==> src/rtl/pipe_skid_reg.sv <==
// Two-entry pipeline register with skid buffer, flush, and a saturating drop counter.
// o_ready is registered, so there is no combinational path from i_ready back to upstream.
module pipe_skid_reg #(
  parameter int                CTRL_W      = 14,
  parameter int                DATA_W      = 143,
  parameter logic [CTRL_W-1:0] BUBBLE_CTRL = {CTRL_W{1'b0}},
  parameter int                CNT_W       = 16
) (
  input  logic              i_clk,
  input  logic              i_reset,
  input  logic              i_valid,
  output logic              o_ready,
  input  logic [CTRL_W-1:0] i_ctrl,
  input  logic [DATA_W-1:0] i_data,
  input  logic              i_flush,
  output logic              o_valid,
  input  logic              i_ready,
  output logic [CTRL_W-1:0] o_ctrl,
  output logic [DATA_W-1:0] o_data,
  output logic [CNT_W-1:0]  o_drop_cnt
);

  typedef enum logic [1:0] {ST_EMPTY, ST_BUSY, ST_FULL} state_t;

  state_t              state_p0;
  logic                vld_p0;
  logic                rdy_p0;
  logic [CTRL_W-1:0]   main_ctrl_p0;
  logic [DATA_W-1:0]   main_data_p0;
  logic [CTRL_W-1:0]   skid_ctrl_p0;
  logic [DATA_W-1:0]   skid_data_p0;
  logic [CNT_W-1:0]    drop_cnt_p0;

  logic                accept;
  logic                xfer;
  logic [1:0]          held;

  function automatic logic [CNT_W-1:0] sat_add(input logic [CNT_W-1:0] a,
                                                input logic [1:0]       n);
    logic [CNT_W:0] s;
    s = {1'b0, a} + (CNT_W+1)'(n);
    return s[CNT_W] ? {CNT_W{1'b1}} : s[CNT_W-1:0];
  endfunction

  assign accept = i_valid & rdy_p0;
  assign xfer   = vld_p0 & i_ready;
  assign held   = (state_p0 == ST_FULL) ? 2'd2 :
                  (state_p0 == ST_BUSY) ? 2'd1 : 2'd0;

  // Main/skid entries: state, valid and ready all move together on one edge
  always_ff @(posedge i_clk) begin
    if (i_reset) begin
      state_p0     <= ST_EMPTY;
      vld_p0       <= 1'b0;
      rdy_p0       <= 1'b1;
      main_ctrl_p0 <= '0;
      main_data_p0 <= '0;
      skid_ctrl_p0 <= '0;
      skid_data_p0 <= '0;
      drop_cnt_p0  <= '0;
    end else if (i_flush) begin
      state_p0    <= ST_EMPTY;
      vld_p0      <= 1'b0;
      rdy_p0      <= 1'b1;
      drop_cnt_p0 <= sat_add(drop_cnt_p0, held);
    end else begin
      case (state_p0)
        ST_EMPTY: begin
          if (accept) begin
            main_ctrl_p0 <= i_ctrl;
            main_data_p0 <= i_data;
            vld_p0       <= 1'b1;
            state_p0     <= ST_BUSY;
          end
        end
        ST_BUSY: begin
          if (accept && xfer) begin
            main_ctrl_p0 <= i_ctrl;
            main_data_p0 <= i_data;
          end else if (xfer) begin
            vld_p0   <= 1'b0;
            state_p0 <= ST_EMPTY;
          end else if (accept) begin
            // Downstream stalled: park the new beat so upstream never sees a combinational stall
            skid_ctrl_p0 <= i_ctrl;
            skid_data_p0 <= i_data;
            rdy_p0       <= 1'b0;
            state_p0     <= ST_FULL;
          end
        end
        ST_FULL: begin
          if (xfer) begin
            main_ctrl_p0 <= skid_ctrl_p0;
            main_data_p0 <= skid_data_p0;
            rdy_p0       <= 1'b1;
            state_p0     <= ST_BUSY;
          end
        end
        default: begin
          state_p0 <= ST_EMPTY;
          vld_p0   <= 1'b0;
          rdy_p0   <= 1'b1;
        end
      endcase
    end
  end

  assign o_valid    = vld_p0;
  assign o_ready    = rdy_p0;
  assign o_ctrl     = vld_p0 ? main_ctrl_p0 : BUBBLE_CTRL;
  assign o_data     = main_data_p0;
  assign o_drop_cnt = drop_cnt_p0;

endmodule

==> config.mk <==
export PLATFORM = sky130hd
export DESIGN_NAME = pipe_skid_reg
export DESIGN_NICKNAME = d
export VERILOG_FILES = /design/src/rtl/pipe_skid_reg.sv
export SDC_FILE = /design/constraint.sdc
export NUM_CORES = 1
export LEC_CHECK = 0
export ABC_AREA = 1
export CAP_MARGIN = 20
export CORE_ASPECT_RATIO = 0.8
export CORE_MARGIN = 4
export CORE_UTILIZATION = 50
export DETAILED_ROUTE_END_ITERATION = 8
export PLACE_DENSITY = 0.78
export SLEW_MARGIN = 20
export SYNTH_ARGS = -nofsm -noshare
export SYNTH_HDL_FRONTEND = slang
export SYNTH_SLANG_ARGS = --single-unit
==> constraint.sdc <==
create_clock -name i_clk -period 4.5 [get_ports i_clk]
set_input_delay 0.9 -clock i_clk [delete_from_list [all_inputs] [get_ports i_clk]]
set_output_delay 0.9 -clock i_clk [all_outputs]
set_load 0.005 [all_outputs]
# Yosys cells after proc, flatten, opt, wreduce, memory -nomap -nowiden
# Index checks and enable logic that the tools add are counted.
# Widths: inputs -> output; s select.
[classes]
add_sub_neg = 1
n_mul = 0
div = 0
n_lt_le_gt_ge = 0
n_eq_ne = 10
shift = 0
n_mux = 27
bitwise_logic = 7
reduce_logical = 9
[op_table]
columns = ["operator", "count"]
rows = [
  ["$mux 143", 3],
  ["$pmux 143 s3", 1],
  ["$mux 14", 4],
  ["$pmux 14 s3", 1],
  ["$add 16x2->17", 1],
  ["$mux 16", 1],
  ["$reduce_and 5->1", 3],
  ["$mux 2", 6],
  ["$ne 2x2->1 const B", 6],
  ["$mux 1", 8],
  ["$reduce_and 4->1", 2],
  ["$pmux 1 s3", 2],
  ["$pmux 2 s3", 1],
  ["$not 1->1", 5],
  ["$ne 3x3->1 const B", 1],
  ["$reduce_bool 3->1", 1],
  ["$and 1x1->1", 2],
  ["$eq 2x1->1 const B", 1],
  ["$eq 2x2->1 const B", 1],
  ["$logic_not 2->1", 1],
  ["$ne 2x1->1 const B", 1],
  ["$reduce_or 2->1", 1],
  ["$logic_and 1x1->1", 1],
]
[word_totals]
regBits = 334
latch_bits = 0
ram_bits = 0
rom_bits = 0
out_inout_bits = 175
wordCells = 62
n_memories = 0

# Depth between registers and ports, before layout
[logic_depth]
word_depth = 5
mapped_depth = 15
depth_no_buf = 14

# Worst setup path after synthesis
# OpenSTA, ideal clock, no wires.
[synth_timing]
kind = "input -> register"
start = "input i_valid"
end = "register skid_ctrl_p0[0]"
setup_time_ns = 0.119
arrival_ns = 1.875
slack_ns = 2.505
path_stages = 7
path_buffers = 2
path_cell_list = "nand2_1 > nor3_4 > nand3_4 > buf_6 > buf_6 > o21ai_1 > a21oi_1"
[synth_between]
elab_chain_len = 4
[synth_rtl]
columns = ["element", "line", "source"]
rows = [
  ["from (decl)", "11", "input logic i_valid,"],
  ["$and 1x1->1 *", "45", "assign accept = i_valid & rdy_p0;"],
  ["$logic_and 1x1->1", "77", "if (accept && xfer) begin"],
  ["$not 1->1 (no line)", "--", ""],
  ["$reduce_and 5->1 (no line) *", "--", ""],
  ["to (signal assigned)", "85", "skid_ctrl_p0 <= i_ctrl;"],
  ["to (decl)", "30", "logic [CTRL_W-1:0] skid_ctrl_p0;"],
]
# Every way passes the cells marked *; elsewhere a longest branch is shown, timed or not.
# A chain may end at the register's enable or synchronous reset.

# Worst setup path after layout
[layout_timing]
start = "register vld_p0 (netlist: o_valid)"
end = "output o_ctrl[10]"
[layout_between]
elab_chain_len = 1
[layout_rtl]
columns = ["element", "line", "source"]
rows = [
  ["from (decl)", "26", "logic vld_p0;"],
  ["from (signal assigned)", "54", "vld_p0 <= 1'b0;"],
  ["from (signal assigned)", "63", "vld_p0 <= 1'b0;"],
  ["from (signal assigned)", "72", "vld_p0 <= 1'b1;"],
  ["$mux 14", "110", "assign o_ctrl = vld_p0 ? main_ctrl_p0 : BUBBLE_CTRL;"],
  ["to (decl)", "18", "output logic [CTRL_W-1:0] o_ctrl,"],
]
# No other way between the ends.

==> metrics.md <==
| Metric | Value |
|---|---|
| Status | completed |
| Yosys cell types | 31 |
| Bufs on Longest Clock Path | 3 |
| Largest family of logic cells by synthesized area | compound AO/OA/AOI/OAI gates |
| Final hold slack | 442.2 ps |
| GRT Util Overall | a little under a quarter |
| Xor/xnor share of the synthesized area | less than 1% |
| PD cells | 380.2 nW/um2 |
| CORE AREA | 28280 um2 |
| Crit-path max FO | 17 |
| CP Capture Type | output port |
| Multi-input logic area | 5374 um2 |
| Setup tns final | 0 ps |
| Die area | between 30000 and 40000 um2 |
| Maximum vdd drop | 0.0003487 V |
| Total grt overflow | 0 |
| Initial antenna violation count | 4 |
| Vias in the first global route | between 10000 and 15000 |
| Synth Area in Adders | 0.1745% |
| Post-CTS Resized | 0 |
| Clock skew | 13.51 ps |
| Hold Path Depth | 2 |
| Final hold vios | 0 |
| TritonCTS buffer count | 34 |
| Ratio of cells with drive above 1 in the final layout | under 10% |
| Max transition margin | 35.63% |
| Synth top area cells | dfxtp_1 47%, a21oi_1 11%, inv_1 9.6%, o21ai_1 9.2%, o21ai_0 7.4% |
| CTS root buffer | clkbuf_16 |
| Post-DR wirelength/cell | 14.77 um |
| DP Wirelength | approximately 25 mm |
| Leak | 0.007264 uW |
| Worst path max stage delay | 880 ps |
| Synth Cell Area | about 14000 um2 |
| Routability cong. | 0.8452 |
| Hold-fix buffers at CTS | 0 |
| TritonRoute pass-1 iters | 5 |
| Post-CTS setup buffer count | 0 |
| Total Nets Final | between 2000 and 2500 |
| Die Y | between 150 and 200 um |
| # fillers | ~2400 |
| Num ports | 337 |
| Critical Path AT | ~2100 ps |
| DRC viols | 0 |
| Multiplexer area fraction after synthesis | 0% |
| Hold Crit Class | flip-flop to flip-flop |
| Compound-Gate Fraction of Synth Area | 28.87% |
| Crit Path Class | flip-flop to output port |
| Total power | 7123 uW |
| Period utilisation layout | 67.63% |
| Slowest cell on the critical path | dfxtp_1 |
| Syn Area/Cell | 7.387 um2 |
| Total Wirelength | 38.17 mm |
| Post-layout min period | 3043 ps |
| Syn-to-layout area delta | 30.64% |
| Fmax | 0.3286 GHz |
| Starting Density | around half |
| Largest net degree at the start of global routing | about 160 |
| Mapped Nets | 2105 |
| FF-to-FF path depth | 6 |
| Register area | 6686 um2 |
| CTS tree | built |
| Actual slew at the worst max-slew pin | 965.6 ps |
| Area leader, netlist | dfxtp_1 |
| Vias | around 13000 |
| Slew Viols, Final | 0 |
| Critical path startpoint category | flip-flop |
| Area share of the largest cell type after synthesis | 46.63% |
| Synth warn | 0 |
| Register area share after synthesis | 46.63% |
| Synthesized flop and latch total | 334 |
| Die W | 197.3 um |
| First-pass GRT wire length | 61.29 mm |
| Synth Instances | just under 2000 |
| Drt via density | just over 5 |
| Post-route ant nets | 0 |
| Max cap viols | 0 |
| Row count | 55 |
| Clk slew on worst S/H paths | approximately 60 ps |
| Critical Path RT | between 3000 and 4000 ps |
| R2R setup slack | ~1600 ps |
| DR iter-0 viols | 791 |
| Clock latency on the worst-skew pair | 510 ps |
| Crit-path cells | nand2_1 > inv_1 > clkdlybuf4s50_1 |
| Unrepaired setup endpoints after global routing | no |
| H-tree depth | 2 |
| IO buf count | 336 |
| Post-synthesis simple-gate area fraction | 8.150% |
| Setup-failing EPs final | 0 |
| Clock sinks | approximately 330 |
-- layer usage --
| layer | GRT usage (%) | up-vias | wire [um] |
|---|---|---|---|
| met1 | 30.18 | 6060 | 16480 |
| met4 | 5.986 | 4 | 896 |
| met3 | 6.431 | 76 | 3508 |
| met5 | 0 | - | 22 |
| li1 | - | 6767 | - |
| met2 | 37.25 | 412 | 17270 |
-- through the flow --
stage                     setup slack, ps  std cells  utilization, %  cell area, um2
after global routing                 1325       2584           66.22           18730
after global placement               1100       2523           61.97           17530
final                                1457       2585           66.23           18730
after floorplan                      2505       1941               -           14340
after CTS                            1385       2584           66.22           18730
after detailed placement             1020       2523           61.97           17530
-- cell families after synthesis --
group | after synthesis
compound gates | 818
simple gates | 273
flops | 334
xor+xnor | 3
fa+ha+maj | 2
buf+inv | 511
-- cells in the mapped netlist --
cell,instances
a21oi_1,327
a21oi_2,7
a31oi_1,2
and2_1,1
and3_1,1
buf_1,1
buf_2,32
buf_4,17
buf_6,36
clkbuf_1,57
dfxtp_1,334
ha_1,2
inv_1,365
inv_2,3
nand2_1,217
nand2_2,4
nand2_4,2
nand3_1,16
nand3_2,2
nand3_4,1
nand4_1,5
nand4_4,2
nor2_1,18
nor2_2,3
nor3_4,1
o211ai_1,1
o21ai_0,212
o21ai_1,264
o21ai_2,2
o21bai_1,3
xor2_1,3
-- layout by cell type, fill, tap and decap left out, drive strengths merged, types with 2 or more instances in the layout --
| cell | instances |
|---|---|
| nand4 | 7 |
| clkdlybuf4s50 | 336 |
| inv | 369 |
| buf | 19 |
| clkbuf | 52 |
| nor2 | 21 |
| nand2 | 223 |
| o21ai | 478 |
| xor2 | 3 |
| ha | 2 |
| a21oi | 334 |
| a31oi | 2 |
| nand3 | 19 |
| clkinv | 3 |
| bufinv | 4 |
| dfxtp | 334 |
| o21bai | 3 |
-- final cells by class --
type,instances,area share (%)
inverters,368,7.401
clock buffers,52,5.604
multi-input cells,1096,28.69
diodes,1,0.01336
repair buffers,355,19.32
well taps,370,2.471
clock inverters,9,0.8082
flip-flops and latches,334,35.70
-- power by group --
group / switching (uW) / leakage, uW / internal (uW) / total, uW
sequential: 87.6 / 0.00273 / 3120 / 3210
clock: 1160 / 0.000590 / 1840 / 3000
combinational: 433 / 0.00394 / 479 / 912
-- sequential cells by signal, indices dropped and copies added, names as in the netlist --
| name | flops |
|---|---|
| state_p0 | 2 |
| o_data | 143 |
| o_ready | 1 |
| skid_ctrl_p0 | 14 |
| o_valid | 1 |
| skid_data_p0 | 143 |
| o_drop_cnt | 16 |
| main_ctrl_p0 | 14 |
-- critical path: cells and delay by family (launching register included) --
family                 cells  cell delay [ps]
buffers and inverters      2              610
and+or+nand+nor            1              150
DFF                        1              880
-- worst paths after layout --
check                                              from                       to
worst max-delay path               o_valid$_SDFFE_PP0P_               o_ctrl[10]
worst min-delay path            o_data[69]$_SDFFE_PP0P_  o_data[69]$_SDFFE_PP0P_
worst max register to register     o_valid$_SDFFE_PP0P_  o_data[23]$_SDFFE_PP0P_
worst min register to register  o_data[69]$_SDFFE_PP0P_  o_data[69]$_SDFFE_PP0P_
Power figures use the tool's default switching activity.
